## src/rtl/led_seq_pkg.sv

```systemverilog
// Shared definitions for the LED sequencer: FSM states and pattern-entry layout.
package led_seq_pkg;

  typedef enum logic [1:0] {
    ST_IDLE  = 2'd0,
    ST_RUN   = 2'd1,
    ST_PAUSE = 2'd2
  } state_t;

  // Counter widths.
  localparam int PWM_W  = 4;
  localparam int HOLD_W = 8;

  // Pattern entry: {last[14], led_mask[13:12], duty[11:8], hold[7:0]}.
  localparam int DUTY_W   = 4;
  localparam int MASK_W   = 2;
  localparam int ENTRY_W  = 15;
  localparam int HOLD_LSB = 0;
  localparam int DUTY_LSB = 8;
  localparam int MASK_LSB = 12;
  localparam int LAST_BIT = 14;

endpackage

```

## src/rtl/tick_gen.sv

```systemverilog
// Step-tick prescaler: counts 0..PRESCALE-1 while enabled, one-cycle tick at the top.
module tick_gen #(
  parameter int PRESCALE = 20800
) (
  input  logic clk,
  input  logic rst_n,
  input  logic enable,
  input  logic clear,
  output logic tick
);

  localparam int CNT_W = (PRESCALE > 1) ? $clog2(PRESCALE) : 1;
  localparam logic [CNT_W-1:0] CNT_LAST = CNT_W'(PRESCALE - 1);

  logic [CNT_W-1:0] count_reg;

  // Prescale counter; clear restarts the tick phase when a sequence begins.
  always_ff @(posedge clk or negedge rst_n) begin
    if (!rst_n) begin
      count_reg <= '0;
    end else if (clear) begin
      count_reg <= '0;
    end else if (enable) begin
      count_reg <= (count_reg == CNT_LAST) ? '0 : count_reg + CNT_W'(1);
    end
  end

  assign tick = enable && (count_reg == CNT_LAST);

endmodule

```

## src/rtl/led_sequencer.sv

```systemverilog
// Table-driven two-LED pattern sequencer with PWM dimming, pause and looping.
module led_sequencer
  import led_seq_pkg::*;
#(
  parameter  int PRESCALE  = 20800,
  parameter  int NUM_STEPS = 8,
  localparam int IDX_W     = (NUM_STEPS > 1) ? $clog2(NUM_STEPS) : 1
) (
  input  logic               clk,
  input  logic               rst_n,
  input  logic               start,
  input  logic               stop,
  input  logic               pause,
  input  logic               loop_en,
  input  logic               cfg_valid,
  output logic               cfg_ready,
  input  logic [IDX_W-1:0]   cfg_index,
  input  logic [ENTRY_W-1:0] cfg_data,
  output logic [MASK_W-1:0]  led,
  output logic               busy,
  output logic [IDX_W-1:0]   step,
  output logic               done
);

  logic [1:0]         rst_sync_reg;
  logic               rst_sync_n;
  state_t             state_reg, state_next;
  logic [IDX_W-1:0]   step_reg;
  logic [IDX_W-1:0]   step_inc;
  logic [HOLD_W-1:0]  hold_reg;
  logic [PWM_W-1:0]   pwm_reg;
  logic [MASK_W-1:0]  led_reg;
  logic               done_reg;
  logic               tick;
  logic               tick_en;
  logic               start_accept;
  logic               run_now;
  logic               entry_end;
  logic [ENTRY_W-1:0] table_mem [NUM_STEPS];

  // Reset asserts immediately but releases only after two clk edges.
  always_ff @(posedge clk or negedge rst_n) begin
    if (!rst_n) begin
      rst_sync_reg <= 2'b00;
    end else begin
      rst_sync_reg <= {rst_sync_reg[0], 1'b1};
    end
  end
  assign rst_sync_n = rst_sync_reg[1];

  assign step_inc     = step_reg + IDX_W'(1);
  assign start_accept = (state_reg == ST_IDLE) && start && !stop;
  assign run_now      = (state_reg == ST_RUN) && !stop;
  assign tick_en      = (state_reg == ST_RUN);
  assign entry_end    = run_now && tick && (hold_reg == '0);

  tick_gen #(
    .PRESCALE(PRESCALE)
  ) u_tick_gen (
    .clk   (clk),
    .rst_n (rst_sync_n),
    .enable(tick_en),
    .clear (start_accept),
    .tick  (tick)
  );

  // Pattern table: writable only while idle, deliberately not reset.
  always_ff @(posedge clk) begin
    if (cfg_valid && cfg_ready) begin
      table_mem[cfg_index] <= cfg_data;
    end
  end

  // State register.
  always_ff @(posedge clk or negedge rst_sync_n) begin
    if (!rst_sync_n) begin
      state_reg <= ST_IDLE;
    end else begin
      state_reg <= state_next;
    end
  end

  // Next state: stop beats completion, completion beats pause.
  always_comb begin
    state_next = state_reg;
    case (state_reg)
      ST_IDLE: begin
        if (start_accept) state_next = ST_RUN;
      end
      ST_RUN: begin
        if (stop) begin
          state_next = ST_IDLE;
        end else if (entry_end && table_mem[step_reg][LAST_BIT] && !loop_en) begin
          state_next = ST_IDLE;
        end else if (pause) begin
          state_next = ST_PAUSE;
        end
      end
      ST_PAUSE: begin
        if (stop) begin
          state_next = ST_IDLE;
        end else if (!pause) begin
          state_next = ST_RUN;
        end
      end
      default: state_next = ST_IDLE;
    endcase
  end

  // Step/hold/PWM datapath; everything holds its value outside RUN.
  always_ff @(posedge clk or negedge rst_sync_n) begin
    if (!rst_sync_n) begin
      step_reg <= '0;
      hold_reg <= '0;
      pwm_reg  <= '0;
      led_reg  <= '0;
      done_reg <= 1'b0;
    end else begin
      done_reg <= 1'b0;
      led_reg  <= '0;
      if (start_accept) begin
        step_reg <= '0;
        hold_reg <= table_mem[0][HOLD_LSB +: HOLD_W];
        pwm_reg  <= '0;
      end else if (run_now) begin
        pwm_reg <= pwm_reg + PWM_W'(1);
        led_reg <= table_mem[step_reg][MASK_LSB +: MASK_W]
                 & {MASK_W{pwm_reg < table_mem[step_reg][DUTY_LSB +: DUTY_W]}};
        if (tick) begin
          if (hold_reg != '0) begin
            hold_reg <= hold_reg - HOLD_W'(1);
          end else if (!table_mem[step_reg][LAST_BIT]) begin
            step_reg <= step_inc;
            hold_reg <= table_mem[step_inc][HOLD_LSB +: HOLD_W];
          end else if (loop_en) begin
            step_reg <= '0;
            hold_reg <= table_mem[0][HOLD_LSB +: HOLD_W];
          end else begin
            done_reg <= 1'b1;
          end
        end
      end
    end
  end

  // The LED register is only shown while running, so PAUSE/IDLE are dark at once.
  assign led       = (state_reg == ST_RUN) ? led_reg : '0;
  assign busy      = (state_reg != ST_IDLE);
  assign cfg_ready = (state_reg == ST_IDLE);
  assign step      = step_reg;
  assign done      = done_reg;

endmodule

```

## config.mk

```make
export PLATFORM = sky130hd
export DESIGN_NAME = led_sequencer
export DESIGN_NICKNAME = d
export VERILOG_FILES = /design/src/rtl/led_seq_pkg.sv /design/src/rtl/tick_gen.sv /design/src/rtl/led_sequencer.sv
export SDC_FILE = /design/constraint.sdc
export NUM_CORES = 1
export LEC_CHECK = 0
export CAP_MARGIN = 20
export CORE_UTILIZATION = 30
export DETAILED_ROUTE_END_ITERATION = 8
export GPL_TIMING_DRIVEN = 1
export RECOVER_POWER = 25
export REMOVE_ABC_BUFFERS = 1
export SYNTH_ARGS = -nofsm -noshare
export SYNTH_HDL_FRONTEND = slang
export SYNTH_HIERARCHICAL = 1
export SYNTH_SLANG_ARGS = --single-unit
```

## constraint.sdc

```tcl
create_clock -name clk -period 2.77 [get_ports clk]
set_input_delay 0.554 -clock clk [delete_from_list [all_inputs] [get_ports clk]]
set_output_delay 0.554 -clock clk [all_outputs]
set_load 0.02 [all_outputs]
```

==> summary.md, run 1 <==
| Metric | Value |
|---|---|
| Post-route ant nets | `0` |
| Outcome | `completed` |
| Clk slew on worst S/H paths | `70 ps` |
| DRT iter0 DRCs | `243` |
| Pwr Density | `674 nW/um^2` |
| Buffers inserted by post-CTS timing repair | `0` |
| Hpwl dp | `9060 um` |
| Largest cells by area after synthesis | `edfxtp_1 (54%), dfrtp_1 (14%), mux4_2 (9.7%)` |
| Longest Clk Path Bufs | `2` |
| Detailed-route wire length per cell | `18.1 um` |
| Layout cells sized above 1 | `21.1%` |
| Non-filler instance count after layout | `768` |
| Final setup fails | `0` |
| Number of synthesized flops with an enable pin | `120` |
| Syn Area/Cell | `16.2 um^2` |
| GRT overflow | `0` |
| Syn. warnings | `6` |
| TritonRoute pass-1 iters | `4` |
| Hold Path End | `rst_sync_reg[1]` |
| Gr usage total | `13.3%` |
| Max-slew violation count | `0` |
| Yosys top cell area share | `53.6%` |
| Residual DRC count | `0` |
| Layout net count | `508` |
| GPL Wtd Cong | `0.843` |
| I/O pins | `33` |
| Worst hold path class | `reg2reg` |
| Clock sink total | `157` |
| Core Footprint | `21900 um^2` |
| Min-Delay Startpoint | `rst_sync_reg[0]` |
| Reg-to-Reg Start | `u_tick_gen/count_reg[6]` |
| Worst Max-Slew Pin Slew | `883 ps` |
| Routed vias/inst | `5.02` |
| Fin Setup TNS | `0 ps` |
| Fraction of registers with async set/reset | `23.6%` |
| Die ar. | `23000 um^2` |
| Cells along the critical path | `or4_1 > nor4_4 > and2_2 > nand3b_1 > a22o_4 > nor3_1 > a22o_1` |
| Worst Reg-to-Reg Cells | `7` |
| Top FF cell, synth | `edfxtp_1` |
| Final hold vios | `0` |
| Setup CP Type | `reg2reg` |
| Final Cycle Share | `96.1%` |
| Worst path max stage delay | `620 ps` |
| Slowest CP cell | `or4_1` |
| Critical path buffers and inverters | `0` |
| Max reg flops | `120` |
| # port buffers | `32` |
| Clk Latency, worst-skew pair | `420 ps` |
| Reg2Reg Setup Slack | `110 ps` |
| CTS tree | `built` |
| H-tree levels | `4` |
| Slew margin rel. | `41.1%` |
| Final WL | `13900 um` |
| Die Span Y | `152 um` |
| Effective utilization at floorplan | `30.7%` |
| # Max-Cap Violations | `0` |
| Worst-path fanout max | `11` |
| Lkg Pwr | `2.71 nW` |
| Mapped Cells | `415` |
| Yosys reg bits | `157` |
| CTS Root Cell | `clkbuf_16` |
| Worst Path Required | `3130 ps` |
| Filler cell count | `2079` |
| Sequential cell area fraction in the yosys report | `67.3%` |
| Post-route clock skew | `9.78 ps` |
| Post-Synthesis Cell Area | `6730 um^2` |
| Most common cell after layout, fill and taps aside | `edfxtp_1` |
| Die width | `152 um` |
| Min cycle time layout | `2660 ps` |
| Reg2reg end | `hold_reg[4]` |
| Library cells used by synthesis | `58` |
| Overall power | `5.43 mW` |
| Setup crit end kind | `flop` |
| # rows | `54` |
| Crit path depth | `7` |
| TritonCTS buffer count | `17` |
| F_max | `376 MHz` |
| Initial antenna violation count | `0` |
| Largest net degree at the start of global routing | `33` |
| Cells after DPL | `737` |
| CP Launch Type | `flop` |
| Leading area contributor after synthesis | `edfxtp_1` |
| Via Count | `3852` |
| Synthesis-to-layout area growth | `19.8%` |
| CP delay by family, top | `simple AND/OR/NAND/NOR gates` |
| Core Util, Final | `36.8%` |
| Max VDD drop | `0.000399 V` |
| Critical Path AT | `3020 ps` |
| WHS Path Cells | `0` |
| Vias in the first global route | `4050` |
| First-pass GRT wire length | `22300 um` |
| Most frequent cells in the layout | `edfxtp_1 (120), nor2_1 (36), dfrtp_1 (36)` |
## metal layers
| layer | track usage, % | wire (um) | up-vias |
|---|---|---|---|
| li1 | - | - | 1761 |
| met1 | 17.2 | 6250 | 1989 |
| met2 | 21.8 | 6940 | 86 |
| met3 | 3.11 | 540 | 16 |
| met4 | 4.95 | 199 | 0 |
| met5 | 0 | 0 | - |
## final cells by class
class | instances | area [um^2] | area share (%)
flip-flops and latches | 157 | 4530 | 56.2
multi-input cells | 239 | 2120 | 26.3
repair buffers | 54 | 498 | 6.18
clock buffers | 18 | 429 | 5.32
well taps | 280 | 350 | 4.35
clock inverters | 12 | 104 | 1.29
inverters | 7 | 26.3 | 0.326
diodes | 1 | 2.50 | 0.0310
## report_power, final
group          switching [mW]  leakage [nW]  internal [mW]
combinational           0.269         0.883          0.241
clock                   0.973         0.253           1.16
sequential              0.127          1.58           2.66
## through the flow
step | hold slack (ps) | cell area [um^2] | setup slack, ps
6_report | 353 | 8060 | 108
5_1_grt | 360 | 8060 | -32.8
4_1_cts | 284 | 8040 | 38.0
3_5_place_dp | 336 | 7510 | 119
3_3_place_gp | 342 | 7510 | 198
2_1_floorplan | 258 | 6650 | -560
## worst register-to-register path: stages (launching register included)
cell and delay, ps:
dfrtp_1 440, or4_1 620, nor4_4 370, and2_2 220, nand3b_1 220, a22o_4 390, nor3_1 190, a22o_1 140
## Yosys cell counts, types with 3 or more instances
master and n:
a21oi_1 12, a22o_1 3, a31oi_1 3, buf_2 3, buf_6 3, clkbuf_1 4
dfrtp_1 37, edfxtp_1 120, ha_1 7, inv_1 7, mux2_2 3, mux2i_1 16
mux4_2 29, nand2_1 15, nand2b_1 3, nand3_1 9, nand3b_1 3, nand4_1 8
nor2_1 36, nor2b_1 4, nor3_1 8, nor4_1 5, o21ai_0 9, o21ai_1 5
o31ai_1 5, or3_1 3, or3b_2 3, or4_1 3, xnor2_1 7, xor2_1 7
## worst max path at each step
stage / from / to / slack (ps)
2_1_floorplan: step[0] / hold_reg[1] / -560
3_3_place_gp: stop / u_tick_gen/count_reg[13] / 200
3_5_place_dp: stop / u_tick_gen/count_reg[13] / 120
4_1_cts: u_tick_gen/count_reg[6] / hold_reg[4] / 40
5_1_grt: u_tick_gen/count_reg[6] / hold_reg[4] / -30
6_report: u_tick_gen/count_reg[6] / hold_reg[4] / 110
## cell families after synthesis
logic type	Yosys count	share of synthesized area (%)
AND/OR/NAND/NOR	116	9.39
buffers and inverters	19	1.56
multiplexers	51	13.5
flip-flops	157	67.3
AO/OA/AOI/OAI	49	4.78
XOR/XNOR	15	2.06
other	1	0.0557
adder cells (fa/ha/maj)	7	1.30
## timing repair
item | CTS | global route
endpoints found under the setup margin | 0 | 5
endpoints found under the hold margin | 0 | 0
hold buffers | 0 | 0
gates resized for setup | 0 | 3
Power figures use the tool's default switching activity.
==> run 2: changes to the inputs <==
CORE_ASPECT_RATIO = 0.6   (was unset)
CORE_MARGIN = 2   (was unset)
SKIP_LAST_GASP = 1   (was unset)
==> summary.md, run 2 (synthesis gave the netlist of run 1 again) <==
| Metric | Value |
|---|---|
| Outcome | `completed` |
| Via Count | `3922` |
| # rows | `42` |
| Worst path max stage delay | `560 ps` |
| Lkg Pwr | `2.70 nW` |
| Setup crit end kind | `flop` |
| Sequential share of power | `51.8%` |
| Effective utilization at floorplan | `30.6%` |
| Post-CTS sizing | `0` |
| Detailed-route wire length per cell | `18.6 um` |
| Switching power total | `1.34 mW` |
| Synthesis-to-layout area growth | `19.6%` |
| Post-place setup slack | `148 ps` |
| Max reg flops | `120` |
| Largest net degree at the start of global routing | `23` |
| Most common cell after layout, fill and taps aside | `edfxtp_1` |
| Min cycle time layout | `2600 ps` |
| Worst Max-Slew Pin Slew | `1250 ps` |
| Clock sink total | `157` |
| Longest Clk Path Bufs | `2` |
| Combinational fraction of design power | `9.7%` |
| Layout net count | `512` |
| Core Footprint | `22000 um^2` |
| Max VDD drop | `0.000432 V` |
| Final hold vios | `0` |
| CP delay by family, top | `simple AND/OR/NAND/NOR gates` |
| Slew margin rel. | `16.5%` |
| Clk Latency, worst-skew pair | `420 ps` |
| ANT cells | `0` |
| Hold buffers post-CTS | `0` |
| # port buffers | `32` |
| DRT iter0 DRCs | `332` |
| H-tree levels | `4` |
| TritonRoute pass-1 iters | `5` |
| Final Instance Area | `8050 um^2` |
| CP Launch Type | `flop` |
| Cells along the critical path | `or4_1 > nor4_2 > and2_2 > nand3b_1 > buf_4 > a22oi_2 > o21ai_0 > o21ai_1` |
| I/O pins | `33` |
| Final Cycle Share | `93.8%` |
| Reg2Reg Setup Slack | `170 ps` |
| Pwr Density | `669 nW/um^2` |
| Worst setup margin | `173 ps` |
| Critical path buffers and inverters | `1` |
| GRT overflow | `0` |
| Clock power share | `38.5%` |
| DP Area | `7530 um^2` |
| Initial antenna violation count | `0` |
| Worst hold margin | `39.7 ps` |
| Residual DRC count | `0` |
| Post-route ant nets | `0` |
| Internal power | `4.04 mW` |
| TritonCTS buffer count | `17` |
| Buffers inserted by post-CTS timing repair | `0` |
| RSZ-0062 raised after global routing | `false` |
| Max-slew violation count | `0` |
| Post-route clock skew | `6.28 ps` |
| GPL Wtd Cong | `0.876` |
| Vias in the first global route | `3933` |
| F_max | `385 MHz` |
| Die width | `197 um` |
| Routed vias/inst | `5.03` |
| Fin Setup TNS | `0 ps` |
| Die Span Y | `120 um` |
| Gr usage total | `13.1%` |
| Setup CP Type | `reg2reg` |
| Sw frac | `24.9%` |
| Die ar. | `23700 um^2` |
| Slowest CP cell | `or4_1` |
| Clk slew on worst S/H paths | `60 ps` |
| Most frequent cells in the layout | `edfxtp_1 (120), nor2_1 (36), dfrtp_1 (36)` |
| # Max-Cap Violations | `0` |
| Worst hold path class | `reg2async` |
| Layout cells sized above 1 | `20.7%` |
| Final WL | `14500 um` |
| CTS Root Cell | `clkbuf_16` |
| Critical Path AT | `2940 ps` |
| Hpwl dp | `9970 um` |
| Worst-path fanout max | `8` |
| Final setup fails | `0` |
| First-pass GRT wire length | `22900 um` |
| Filler cell count | `2065` |
| Worst Path Required | `3110 ps` |
| CTS tree | `built` |
## run 2: cell count changes in the layout (fill, tap and decap cells not counted), moves of 2 or more
cell | previous run | this run
clkdlybuf4s50_1 | 19 | 24
buf_4 | 21 | 23
clkbuf_1 | 1 | 4
dlygate4sd3_1 | 13 | 8
clkinvlp_4 | 3 | 6
inv_6 | 7 | 3
clkinv_1 | 0 | 3
## run 2: through the flow
| step | std cells | total power, mW | util, % |
|---|---|---|---|
| finish | 779 | 5.38 | 36.6 |
| global route | 779 | 5.63 | 36.6 |
| CTS | 778 | 5.43 | 36.6 |
| detailed placement | 746 | 3.35 | 34.2 |
| global placement | 746 | 3.33 | 34.2 |
| floorplan | 403 | 3.14 | - |
## run 2: path summary, 6_finish.rpt
| check | startpoint | endpoint | depth (start not counted) |
|---|---|---|---|
| worst max-delay path | u_tick_gen/count_reg[9] | hold_reg[3] | 8 |
| worst min-delay path | rst_sync_reg[1] | led_reg[0] | 0 |
| worst max register to register | u_tick_gen/count_reg[9] | hold_reg[3] | 8 |
| worst min register to register | rst_sync_reg[1] | led_reg[0] | 0 |
| max in group asynchronous | rst_sync_reg[1] | u_tick_gen/count_reg[11] | 2 |
| min in group clk | rst_sync_reg[0] | rst_sync_reg[1] | 0 |
## run 2: cell type report
cell class	instances	area, um^2	share of cell area [%]
inverters	7	26.3	0.326
flip-flops and latches	157	4530	56.3
clock buffers	18	429	5.33
well taps	286	358	4.45
clock inverters	14	96.3	1.20
repair buffers	58	504	6.26
multi-input cells	239	2100	26.1
## run 2: per-layer routing
| metal | global-route usage [%] | wire [um] | vias to the layer above |
|---|---|---|---|
| met2 | 19.4 | 6580 | 119 |
| met3 | 3.29 | 790 | 7 |
| met4 | 3.76 | 75 | 0 |
| met5 | 0 | 0 | - |
| met1 | 19.2 | 7070 | 2019 |
| li1 | - | - | 1777 |
## run 2: power groups by stage
| stage | Clock, mW | Combinational [mW] | Sequential (mW) |
|---|---|---|---|
| 5_1_grt | 2.23 | 0.585 | 2.81 |
| 4_1_cts | 2.12 | 0.521 | 2.79 |
| 3_3_place_gp | 0 | 0.506 | 2.83 |
| 3_5_place_dp | 0 | 0.517 | 2.84 |
| 6_report | 2.07 | 0.522 | 2.79 |
| 2_1_floorplan | 0 | 0.339 | 2.80 |
==> run 3: changes to the inputs <==
CORE_MARGIN = 1   (was 2)
==> summary.md, run 3 (synthesis gave the netlist of run 1 again) <==
| Metric | Value |
|---|---|
| Post-route ant nets | `0` |
| Clk Latency, worst-skew pair | `420 ps` |
| Max reg flops | `120` |
| Layout net count | `512` |
| First-pass GRT wire length | `23700 um` |
| Most common cell after layout, fill and taps aside | `edfxtp_1` |
| # Max-Cap Violations | `0` |
| Buffers inserted by post-CTS timing repair | `0` |
| Layout cells sized above 1 | `21.9%` |
| Final Cycle Share | `93.1%` |
| Final WL | `15000 um` |
| TritonRoute pass-1 iters | `7` |
| Clock sink total | `157` |
| Residual DRC count | `0` |
| DP Area | `7530 um^2` |
| Worst-path fanout max | `6` |
| Post-place setup slack | `144 ps` |
| Worst Path Required | `2220 ps` |
| Setup CP Type | `reg2out` |
| CTS Root Cell | `clkbuf_16` |
| CTS tree | `built` |
| Detailed-route wire length per cell | `19.3 um` |
| H-tree levels | `4` |
| Die Span Y | `118 um` |
| Filler cell count | `2055` |
| Outcome | `completed` |
| Reg2reg end | `hold_reg[4]` |
| CP Launch Type | `flop` |
| Worst setup margin | `191 ps` |
| Hold buffers post-CTS | `0` |
| Worst Reg-to-Reg Cells | `7` |
| Synthesis-to-layout area growth | `20.6%` |
| Clk slew on worst S/H paths | `60 ps` |
| Max VDD drop | `0.000443 V` |
| I/O pins | `33` |
| TritonCTS buffer count | `17` |
| Die ar. | `23100 um^2` |
| Worst hold margin | `358 ps` |
| RSZ-0062 raised after global routing | `false` |
| Core Footprint | `22000 um^2` |
| Vias in the first global route | `4041` |
| Effective utilization at floorplan | `30.6%` |
| Longest Clk Path Bufs | `2` |
| Final hold vios | `0` |
| ANT cells | `0` |
| # rows | `42` |
| Final Instance Area | `8110 um^2` |
| Post-route clock skew | `8.81 ps` |
| Worst hold path class | `in2async` |
| GRT overflow | `0` |
| GPL Wtd Cong | `0.892` |
| Die width | `195 um` |
| Routed vias/inst | `5.11` |
| Lkg Pwr | `2.75 nW` |
| Reg2Reg Setup Slack | `200 ps` |
| Most frequent cells in the layout | `edfxtp_1 (120), nor2_1 (36), dfrtp_1 (36)` |
| Largest net degree at the start of global routing | `20` |
| Overall power | `5.55 mW` |
| Non-filler instance count after layout | `779` |
| # port buffers | `32` |
| Reg-to-Reg Start | `u_tick_gen/count_reg[6]` |
| Via Count | `3979` |
| Max-slew violation count | `0` |
| Pwr Density | `684 nW/um^2` |
| Min cycle time layout | `2580 ps` |
| DRT iter0 DRCs | `287` |
| Gr usage total | `14.0%` |
| Worst Max-Slew Pin Slew | `902 ps` |
| Final setup fails | `0` |
| F_max | `388 MHz` |
| Cells after DPL | `747` |
| Setup crit end kind | `output port` |
| Slew margin rel. | `39.8%` |
| Critical Path AT | `2020 ps` |
| Initial antenna violation count | `0` |
| Hpwl dp | `10100 um` |
## run 3: how the worst max path moves through the flow
| stage | depth (start not counted) | end | start | slack (ps) |
|---|---|---|---|---|
| floorplan | 6 | hold_reg[1] | step[0] | -560 |
| global placement | 7 | hold_reg[4] | u_tick_gen/count_reg[6] | 140 |
| detailed placement | 7 | hold_reg[4] | u_tick_gen/count_reg[6] | 140 |
| CTS | 7 | hold_reg[4] | u_tick_gen/count_reg[6] | 100 |
| global route | 3 | led[0] | state_reg[0] | 30 |
| finish | 3 | led[0] | state_reg[0] | 190 |
## run 3: final cells by class
cell class	count	area, um^2	share of cell area [%]
Sequential cell	157	4530	55.8
Multi-Input combinational cell	239	2120	26.2
Timing Repair Buffer	58	515	6.35
Clock buffer	18	429	5.29
Tap cell	286	358	4.41
Clock inverter	14	133	1.63
Inverter	7	26.3	0.324
## run 3: repair_timing
action | in CTS | in global routing
endpoints found under the setup margin | 0 | 5
gates resized for setup | 0 | 3
endpoints found under the hold margin | 0 | 0
## run 3: power breakdown
part / total (mW) / switching [mW] / leakage [nW] / internal [mW]
registers: 2.79 / 0.127 / 1.58 / 2.66
clock network: 2.24 / 0.986 / 0.270 / 1.25
logic: 0.524 / 0.282 / 0.901 / 0.242
## run 3: layer usage
metal	up-vias	global-route usage [%]	wire (um)
li1	1768	-	-
met1	2084	20.2	7240
met2	115	20.2	6790
met3	12	4.50	816
met4	0	4.04	178
met5	-	0	0
## run 3: metrics by stage
stage,util (%),TNS (ps)
3_5_place_dp,34.2,0
4_1_cts,36.8,0
2_1_floorplan,-,-4460
5_1_grt,36.9,0
6_report,36.9,0
3_3_place_gp,34.2,0
## run 3: worst max-delay path, stage by stage, from the launching register on
cell             delay (ps)
dfrtp_1                 360
nor2b_1                 450
and2_1                  200
clkdlybuf4s50_1         590
